`src/rtl/seq_det_pkg.sv`:
```
// seq_det_pkg
//   Shared types and constants for the parametrised serial pattern detector.
//   - state_t     : detector FSM states (history filling / running compare)
//   - CW_DEFAULT  : default match-counter width
//   - SAT_DEFAULT : saturation value of a counter of the default width
package seq_det_pkg;

    typedef enum logic [0:0] {
        S_FILL = 1'b0,
        S_RUN  = 1'b1
    } state_t;

    localparam int          CW_DEFAULT  = 8;
    localparam int unsigned SAT_DEFAULT = (1 << CW_DEFAULT) - 1;

endpackage

```
`src/rtl/seq_detector_n_sat_counter.sv`:
```
// sat_counter
//   Saturating up-counter with synchronous clear.
//   Ports:
//     clk  in   rising-edge clock
//     rst  in   synchronous active-high reset (q -> 0)
//     clr  in   synchronous clear, wins over inc
//     inc  in   increment request; ignored once q is all ones
//     q    out  CW-bit count
module sat_counter #(
    parameter int CW = 8
) (
    input  logic          clk,
    input  logic          rst,
    input  logic          clr,
    input  logic          inc,
    output logic [CW-1:0] q
);

    logic [CW-1:0] q_q;
    logic [CW-1:0] q_d;

    always_comb begin
        q_d = q_q;
        if (clr) begin
            q_d = '0;
        end else if (inc && (q_q != {CW{1'b1}})) begin
            q_d = q_q + CW'(1);
        end
    end

    always_ff @(posedge clk) begin
        if (rst) begin
            q_q <= '0;
        end else begin
            q_q <= q_d;
        end
    end

    assign q = q_q;

endmodule

```
`src/rtl/seq_detector_n.sv`:
```
// seq_detector_n
//   Serial pattern detector: one bit of w is taken per en=1 cycle and the last
//   N bits are compared against a runtime-loadable pattern. A match produces a
//   registered one-cycle pulse on z and bumps a saturating counter.
//   Ports:
//     clk        in   rising-edge clock
//     rst        in   synchronous active-high reset
//     en         in   sample strobe for w
//     w          in   serial data bit
//     load       in   pattern load strobe (priority over en)
//     pat_in     in   N-bit pattern captured on load
//     overlap    in   1 = keep history after a match, 0 = restart fill
//     count_clr  in   synchronous clear of the match counter
//     z          out  registered match pulse
//     count      out  saturating match count
//     armed      out  1 while a full N-bit history is held
module seq_detector_n
    import seq_det_pkg::*;
#(
    parameter int           N       = 3,
    parameter logic [N-1:0] PATTERN = 3'b101,
    parameter int           CW      = 8
) (
    input  logic          clk,
    input  logic          rst,
    input  logic          en,
    input  logic          w,
    input  logic          load,
    input  logic [N-1:0]  pat_in,
    input  logic          overlap,
    input  logic          count_clr,
    output logic          z,
    output logic [CW-1:0] count,
    output logic          armed
);

    localparam int           FW        = $clog2(N);
    localparam logic [FW-1:0] FILL_LAST = FW'(N - 1);

    logic [N-1:0]  pat_q,  pat_d;
    logic [N-1:0]  hist_q, hist_d;
    logic [FW-1:0] fill_q, fill_d;
    state_t        state_q, state_d;
    logic          z_q,    z_d;

    logic [N-1:0]  cand;
    logic          match;

    always_comb begin
        pat_d   = pat_q;
        hist_d  = hist_q;
        fill_d  = fill_q;
        state_d = state_q;
        match   = 1'b0;
        cand    = {hist_q[N-2:0], w};

        if (load) begin
            // The w bit presented alongside load is deliberately dropped.
            pat_d   = pat_in;
            hist_d  = '0;
            fill_d  = '0;
            state_d = S_FILL;
        end else if (en) begin
            hist_d = cand;
            if (state_q == S_FILL) begin
                if (fill_q == FILL_LAST) begin
                    // This bit completes the history, so compare right away.
                    match   = (cand == pat_q);
                    state_d = S_RUN;
                end else begin
                    fill_d = fill_q + FW'(1);
                end
            end else begin
                match = (cand == pat_q);
            end

            if (match && !overlap) begin
                hist_d  = '0;
                fill_d  = '0;
                state_d = S_FILL;
            end
        end

        z_d = match;
    end

    always_ff @(posedge clk) begin
        if (rst) begin
            pat_q   <= PATTERN;
            hist_q  <= '0;
            fill_q  <= '0;
            state_q <= S_FILL;
            z_q     <= 1'b0;
        end else begin
            pat_q   <= pat_d;
            hist_q  <= hist_d;
            fill_q  <= fill_d;
            state_q <= state_d;
            z_q     <= z_d;
        end
    end

    sat_counter #(
        .CW (CW)
    ) u_cnt (
        .clk (clk),
        .rst (rst),
        .clr (count_clr),
        .inc (match),
        .q   (count)
    );

    assign z     = z_q;
    assign armed = (state_q == S_RUN);

endmodule

```
`config.mk`:
```
export PLATFORM = sky130hd
export DESIGN_NAME = seq_detector_n
export DESIGN_NICKNAME = d
export VERILOG_FILES = /design/src/rtl/seq_det_pkg.sv /design/src/rtl/seq_detector_n_sat_counter.sv /design/src/rtl/seq_detector_n.sv
export SDC_FILE = /design/constraint.sdc
export NUM_CORES = 1
export LEC_CHECK = 0
export ABC_AREA = 1
export CAP_MARGIN = 10
export CORE_ASPECT_RATIO = 2
export CORE_MARGIN = 2
export CORE_UTILIZATION = 30
export CTS_BUF_LIST = sky130_fd_sc_hd__clkbuf_4 sky130_fd_sc_hd__clkbuf_8 sky130_fd_sc_hd__clkbuf_16
export DETAILED_ROUTE_END_ITERATION = 10
export DONT_BUFFER_PORTS = 1
export SLEW_MARGIN = 25
export SYNTH_ARGS = -nofsm -noshare
export SYNTH_HDL_FRONTEND = slang
export SYNTH_SLANG_ARGS = --single-unit
export TNS_END_PERCENT = 100
```
`constraint.sdc`:
```
create_clock -name clk -period 4.5 [get_ports clk]
set_clock_uncertainty 0.1 [all_clocks]
set_input_delay 0.45 -clock clk [delete_from_list [all_inputs] [get_ports clk]]
set_output_delay 0.45 -clock clk [all_outputs]
set_load 0.02 [all_outputs]
```
==> key figures, run 1 <==
Status
  • Status: completed

Timing
  • Setup Viol. Count Final: 0
  • Final Critical Period: 1.74 ns
  • Slew Limit Fails: 0
  • Setup TNS: 0 ns
  • Max transition margin: 71.3%
  • RSZ-0062 raised after global routing: false
  • Final hold violations: 0
  • Period utilization: between 30% and 40%
  • Worst setup slack after layout: 2.76 ns
  • FMAX: around 570 MHz
  • Worst-Margin Slew: 0.430 ns
  • Final Hold Slack: 0.173 ns

Global route
  • First-pass GRT wire length: 3280 um
  • Gr busiest metal: met2
  • GRT overflow: 0
  • Met1 track demand over resource: around an eighth
  • Largest net degree at the start of global routing: 12
  • M2 GR Usage: 19.8%
  • Vias in the first global route: around 800
  • Met3 Usage GRT: 3.03%
  • Total Routing Usage GR: 11.7%
  • Antenna violations before repair: 0

Floorplanning
  • I/O Pins: 20
  • DIE WIDTH: between 40 and 50 um
  • Initial core utilization: 30.6%
  • Die footprint: 0.00368 mm2
  • Core Box Area: about 0.0031 mm2
  • Rows: 29
  • Die H: 83.8 um

Clock network
  • Clk pin slew, worst setup/hold paths: 0.07 ns
  • H-tree Lvls: 1
  • CTS tree: done
  • # hold bufs at CTS: 0
  • Post_cts resized: 0
  • Clock Tree Root: clkbuf_8
  • Worst-Skew Late Latency: 0.25 ns
  • Post-CTS Setup Bufs: 0
  • CTS max path bufs: 2
  • Total CTS buffers: 3
  • TritonCTS Sinks: 17

Flow run
  • Max capacitance violation total: 0

Cells and area
  • Core Util, Final: 33.1%
  • Most frequent cells in the layout: nand2_1 (30), inv_1 (21), dfxtp_1 (17), a21oi_1 (14), nand3_1 (11)
  • Filler Cell Count: 342
  • Final Cell Area: approximately 0.0010 mm2
  • Final Non-Filler Cells: 166
  • Share of cells above drive strength 1: 14.1%
  • Syn-to-layout area delta: 8.13%
  • Most common cell after layout, fill and taps aside: nand2_1
  • ANT cells: 0
  • Final nets: 148

Route
  • Routed len/inst: 11.0 um
  • Drt drc: 0
  • Routed Antenna Nets: 0
  • Via-per-instance ratio: 5.01
  • 1st-iter DRT viols: 13
  • DRT Wirelength: 1830 um
  • Via count: 832
  • 1st-pass router iterations: 4

Logic synthesis
  • Avg Cell Area, Syn: 7.23 um2
  • Top cells by area, synth: dfxtp_1 (36%), nand2_1 (12%), inv_1 (8.3%)
  • FF+latch count, synth: 17
  • Count of mapped cells out of synthesis: 132
  • Dominant cell type by area after synthesis: dfxtp_1
  • Syn Nets: roughly 140
  • Yosys cell types: 22
  • Top-area cell type share of the netlist area: 35.6%
  • Post-Syn Area: 955 um2
  • Number of synthesis warnings: 0
  • Seq/Total Area, Yosys: 35.6%

Setup path
  • Worst Setup Path Type: flip-flop to flip-flop
  • Crit end category: flip-flop
  • Register-to-register path setup slack: 2.76 ns
  • Worst R2R Start: u_cnt.q[0]$_SDFFE_PP0P_
  • WP data required: between 4 and 5 ns
  • Reg2Reg Depth: 7
  • CP Launch Type: flip-flop
  • WP data arrival: 1.81 ns
  • Crit path launch: u_cnt.q[0]$_SDFFE_PP0P_
  • Reg2reg end: u_cnt.q[6]$_SDFFE_PP0P_
  • CP max FO: 9

Power
  • Power Density: about 280 mW/mm2
  • Leakage: about 0.48 nW
  • Final Total Pwr: 293 uW
  • Maximum VDD drop: around 0.00013 V

Placement
  • Placed insts: ~160
  • GPL Wtd Cong: roughly 0.76
  • Pre-CTS setup slack: 2.76 ns
  • I/O Buffers: 0
  • Placed Area: 986 um2
  • Post-DP HPWL: roughly 1500 um

Min path
  • Hold EP: z$_SDFF_PP0_
  • Hold Path Origin: rst
  • Classification of the worst-slack hold path: input pin to flip-flop
  • Hold path depth: 1
## per-layer routing
metal	wire (um)	vias to the layer above
met3	118	4
met2	972	28
met5	0	-
met4	38	0
met1	703	374
li1	-	426
## cells in the mapped netlist (all sizes together)
cell type / number
inv: 21
nor3: 2
nand3: 12
nand4: 2
a21oi: 14
nand3b: 1
o21ai: 6
clkbuf: 1
a211oi: 1
dfxtp: 17
ha: 2
xor2: 3
nand2: 38
xnor2: 1
nor2: 11
## final cells by class
| type | instances | area, um2 | area share (%) |
|---|---|---|---|
| Sequential cell | 17 | 340 | 33.0 |
| Inverter | 21 | 78.8 | 7.64 |
| Clock buffer | 3 | 41.3 | 4.00 |
| Multi-Input combinational cell | 93 | 528 | 51.2 |
| Tap cell | 31 | 38.8 | 3.76 |
| Clock inverter | 1 | 5.00 | 0.485 |
## report_power, final
part	internal [mW]	leakage, nW	total [mW]	switching [mW]
clock	0.0613	0.0255	0.111	0.0500
sequential	0.154	0.138	0.157	0.00264
combinational	0.00893	0.317	0.0245	0.0156
## registers in the layout (all words and copies together) (netlist names)
name	cells
u_cnt.q	8
fill_q	2
z	1
pat_q	3
armed	1
hist_q	2
## how the worst max path moves through the flow
stage,endpoint,slack (ns),cells past startpoint
2_1_floorplan,u_cnt.q[6]$_SDFFE_PP0P_,2.94,7
3_3_place_gp,u_cnt.q[5]$_SDFFE_PP0P_,2.82,7
3_5_place_dp,u_cnt.q[6]$_SDFFE_PP0P_,2.76,7
4_1_cts,u_cnt.q[6]$_SDFFE_PP0P_,2.75,7
5_1_grt,u_cnt.q[0]$_SDFFE_PP0P_,2.61,7
6_report,u_cnt.q[6]$_SDFFE_PP0P_,2.76,7
## cells by family (layout without fill, tap and decap cells)
group	after synthesis	count (layout)	share of synthesized area, %
flip-flops	17	17	35.6
AO/OA/AOI/OAI	21	21	11.3
XOR/XNOR	4	4	3.67
adder cells (fa/ha/maj)	2	2	2.62
buffers and inverters	22	25	9.04
AND/OR/NAND/NOR	66	66	37.7
## critical path: stages (launching register included)
cell     delay, ns
dfxtp_1       0.50
ha_1          0.29
inv_1         0.09
nor2_4        0.15
nand4_4       0.16
nand2_4       0.17
nand2_1       0.06
a21oi_1       0.15
Power figures use the tool's default switching activity.
==> run 2, diff against run 1 <==
- clock period: 4.5 -> 1.7 ns (I/O delays scaled with it)
==> key figures, run 2 (synthesized netlist as in run 1, its figures left out) <==
Status
  • Status: completed

Cells and area
  • Most frequent cells in the layout: nand2_1 (30), inv_1 (21), dfxtp_1 (17), a21oi_1 (14), nand3_1 (11)
  • Most common cell after layout, fill and taps aside: nand2_1
  • Syn-to-layout area delta: 22.0%
  • ANT cells: 0
  • Filler Cell Count: 323
  • Core Util, Final: 37.3%
  • Final nets: 163
  • Max reg flops: 8
  • Share of cells above drive strength 1: between 10% and 20%

Timing
  • Slew Limit Fails: 0
  • Final hold violations: 0
  • Setup TNS: 0 ns
  • Worst-Margin Slew: 0.393 ns
  • Max transition margin: around three quarters
  • RSZ-0062 raised after global routing: false
  • Final Critical Period: 1.57 ns
  • Period utilization: 92.1%
  • Setup Viol. Count Final: 0
  • Worst setup slack after layout: around 0.13 ns
  • FMAX: between 600 and 700 MHz

Setup path
  • CP max FO: 9
  • WP data required: 1.73 ns
  • Crit end category: flip-flop
  • WP data arrival: 1.59 ns
  • CP Launch Type: flip-flop
  • Worst Setup Path Type: flip-flop to flip-flop

Clock network
  • Clock Tree Root: clkbuf_8
  • TritonCTS Sinks: 17
  • Post_cts resized: 0
  • CTS max path bufs: 2
  • Worst-Skew Late Latency: 0.25 ns
  • Clk pin slew, worst setup/hold paths: 0.06 ns
  • H-tree Lvls: 1
  • CTS tree: done
  • Total CTS buffers: 3

Floorplanning
  • Core Box Area: 0.00312 mm2
  • DIE WIDTH: 43.9 um
  • Initial core utilization: between 30 and 40%
  • I/O Pins: 20
  • Rows: 29
  • Die footprint: 0.00368 mm2
  • Die H: 83.8 um

Route
  • 1st-iter DRT viols: 16
  • Via-per-instance ratio: 4.86
  • DRT Wirelength: 2000 um
  • Drt drc: 0
  • Via count: 880
  • Routed len/inst: 11.1 um
  • 1st-pass router iterations: 4
  • Routed Antenna Nets: 0

Flow run
  • Max capacitance violation total: 0

Placement
  • Post-DP HPWL: 1580 um
  • GPL Wtd Cong: between 0.7 and 0.8
  • Pre-CTS setup slack: 0.127 ns
  • I/O Buffers: 0

Global route
  • GRT overflow: 0
  • Total Routing Usage GR: 12.0%
  • First-pass GRT wire length: around 3500 um
  • Antenna violations before repair: 0
  • Vias in the first global route: between 900 and 1,000
  • Largest net degree at the start of global routing: 10

Power
  • Power Density: 691 mW/mm2
  • Final Total Pwr: 805 uW
  • Leakage: 0.552 nW
  • Maximum VDD drop: 0.000405 V

Min path
  • Classification of the worst-slack hold path: input pin to flip-flop
-- run 2: cell types whose count changed in the layout (fill, tap and decap cells not counted) --
cell	change
clkinv_2	-1
buf_4	+8
clkbuf_4	+1
dlygate4sd3_1	+7
-- run 2: final timing paths --
check,from,to,slack [ns],cells past startpoint
min,en,fill_q[0]$_SDFFE_PP0P_,0.01,3
min reg2reg,pat_q[1]$_SDFFE_PP0P_,pat_q[1]$_SDFFE_PP0P_,0.39,2
max reg2reg,fill_q[0]$_SDFFE_PP0P_,u_cnt.q[1]$_SDFFE_PP0P_,0.13,11
max,fill_q[0]$_SDFFE_PP0P_,u_cnt.q[1]$_SDFFE_PP0P_,0.13,11
-- run 2: layout make-up --
class                      instances  area, um2  area share, %
multi-input combinational         93        528           45.3
tap                               31       38.8           3.33
sequential                        17        340           29.2
inverter                          21       78.8           6.77
timing repair buffer              15        130           11.2
clock buffer                       4       48.8           4.19
-- run 2: routing by layer --
| layer | track usage [%] | routed length [um] | share of wire, % | vias up |
|---|---|---|---|---|
| met2 | 22.5 | 1090 | 54 | 25 |
| met1 | 11.4 | 769 | 38 | 396 |
| met3 | 3.03 | 116 | 5.8 | 4 |
| li1 | - | - | - | 455 |
| met4 | 4.96 | 26 | 1.3 | 0 |
| met5 | 0 | 0 | 0 | - |
-- run 2: power by group --
group          total (mW)  internal, mW  switching (mW)  leakage [nW]
logic              0.0846        0.0358          0.0488         0.388
registers           0.414         0.409         0.00526         0.138
clock network       0.306         0.182           0.125        0.0262
total               0.805         0.626           0.179         0.552
-- run 2: timing repair --
item | in CTS | in global routing
setup buffers | 0 | 0
hold buffers | 7 | 0
hold endpoints to repair | 8 | 0
-- run 2: worst max-delay path: stages (launching register included) --
cell and delay, ns:
dfxtp_1 0.31, inv_1 0.08, ha_1 0.14, inv_1 0.04, nand2_2 0.07, nand2_1 0.06, nor2_2 0.16, nand2_4 0.09
nor2_8 0.16, nand2_4 0.11, nand2_1 0.08, a21oi_1 0.06
-- run 2: metrics by stage --
| stage | instance area [um2] | instances | hold slack, ns |
|---|---|---|---|
| floorplan | 955 | 132 | 0.148 |
| global placement | 1050 | 170 | 0.150 |
| detailed placement | 1050 | 170 | 0.154 |
| CTS | 1160 | 181 | 0.00526 |
| global route | 1160 | 181 | 0.0347 |
| finish | 1160 | 181 | 0.0103 |
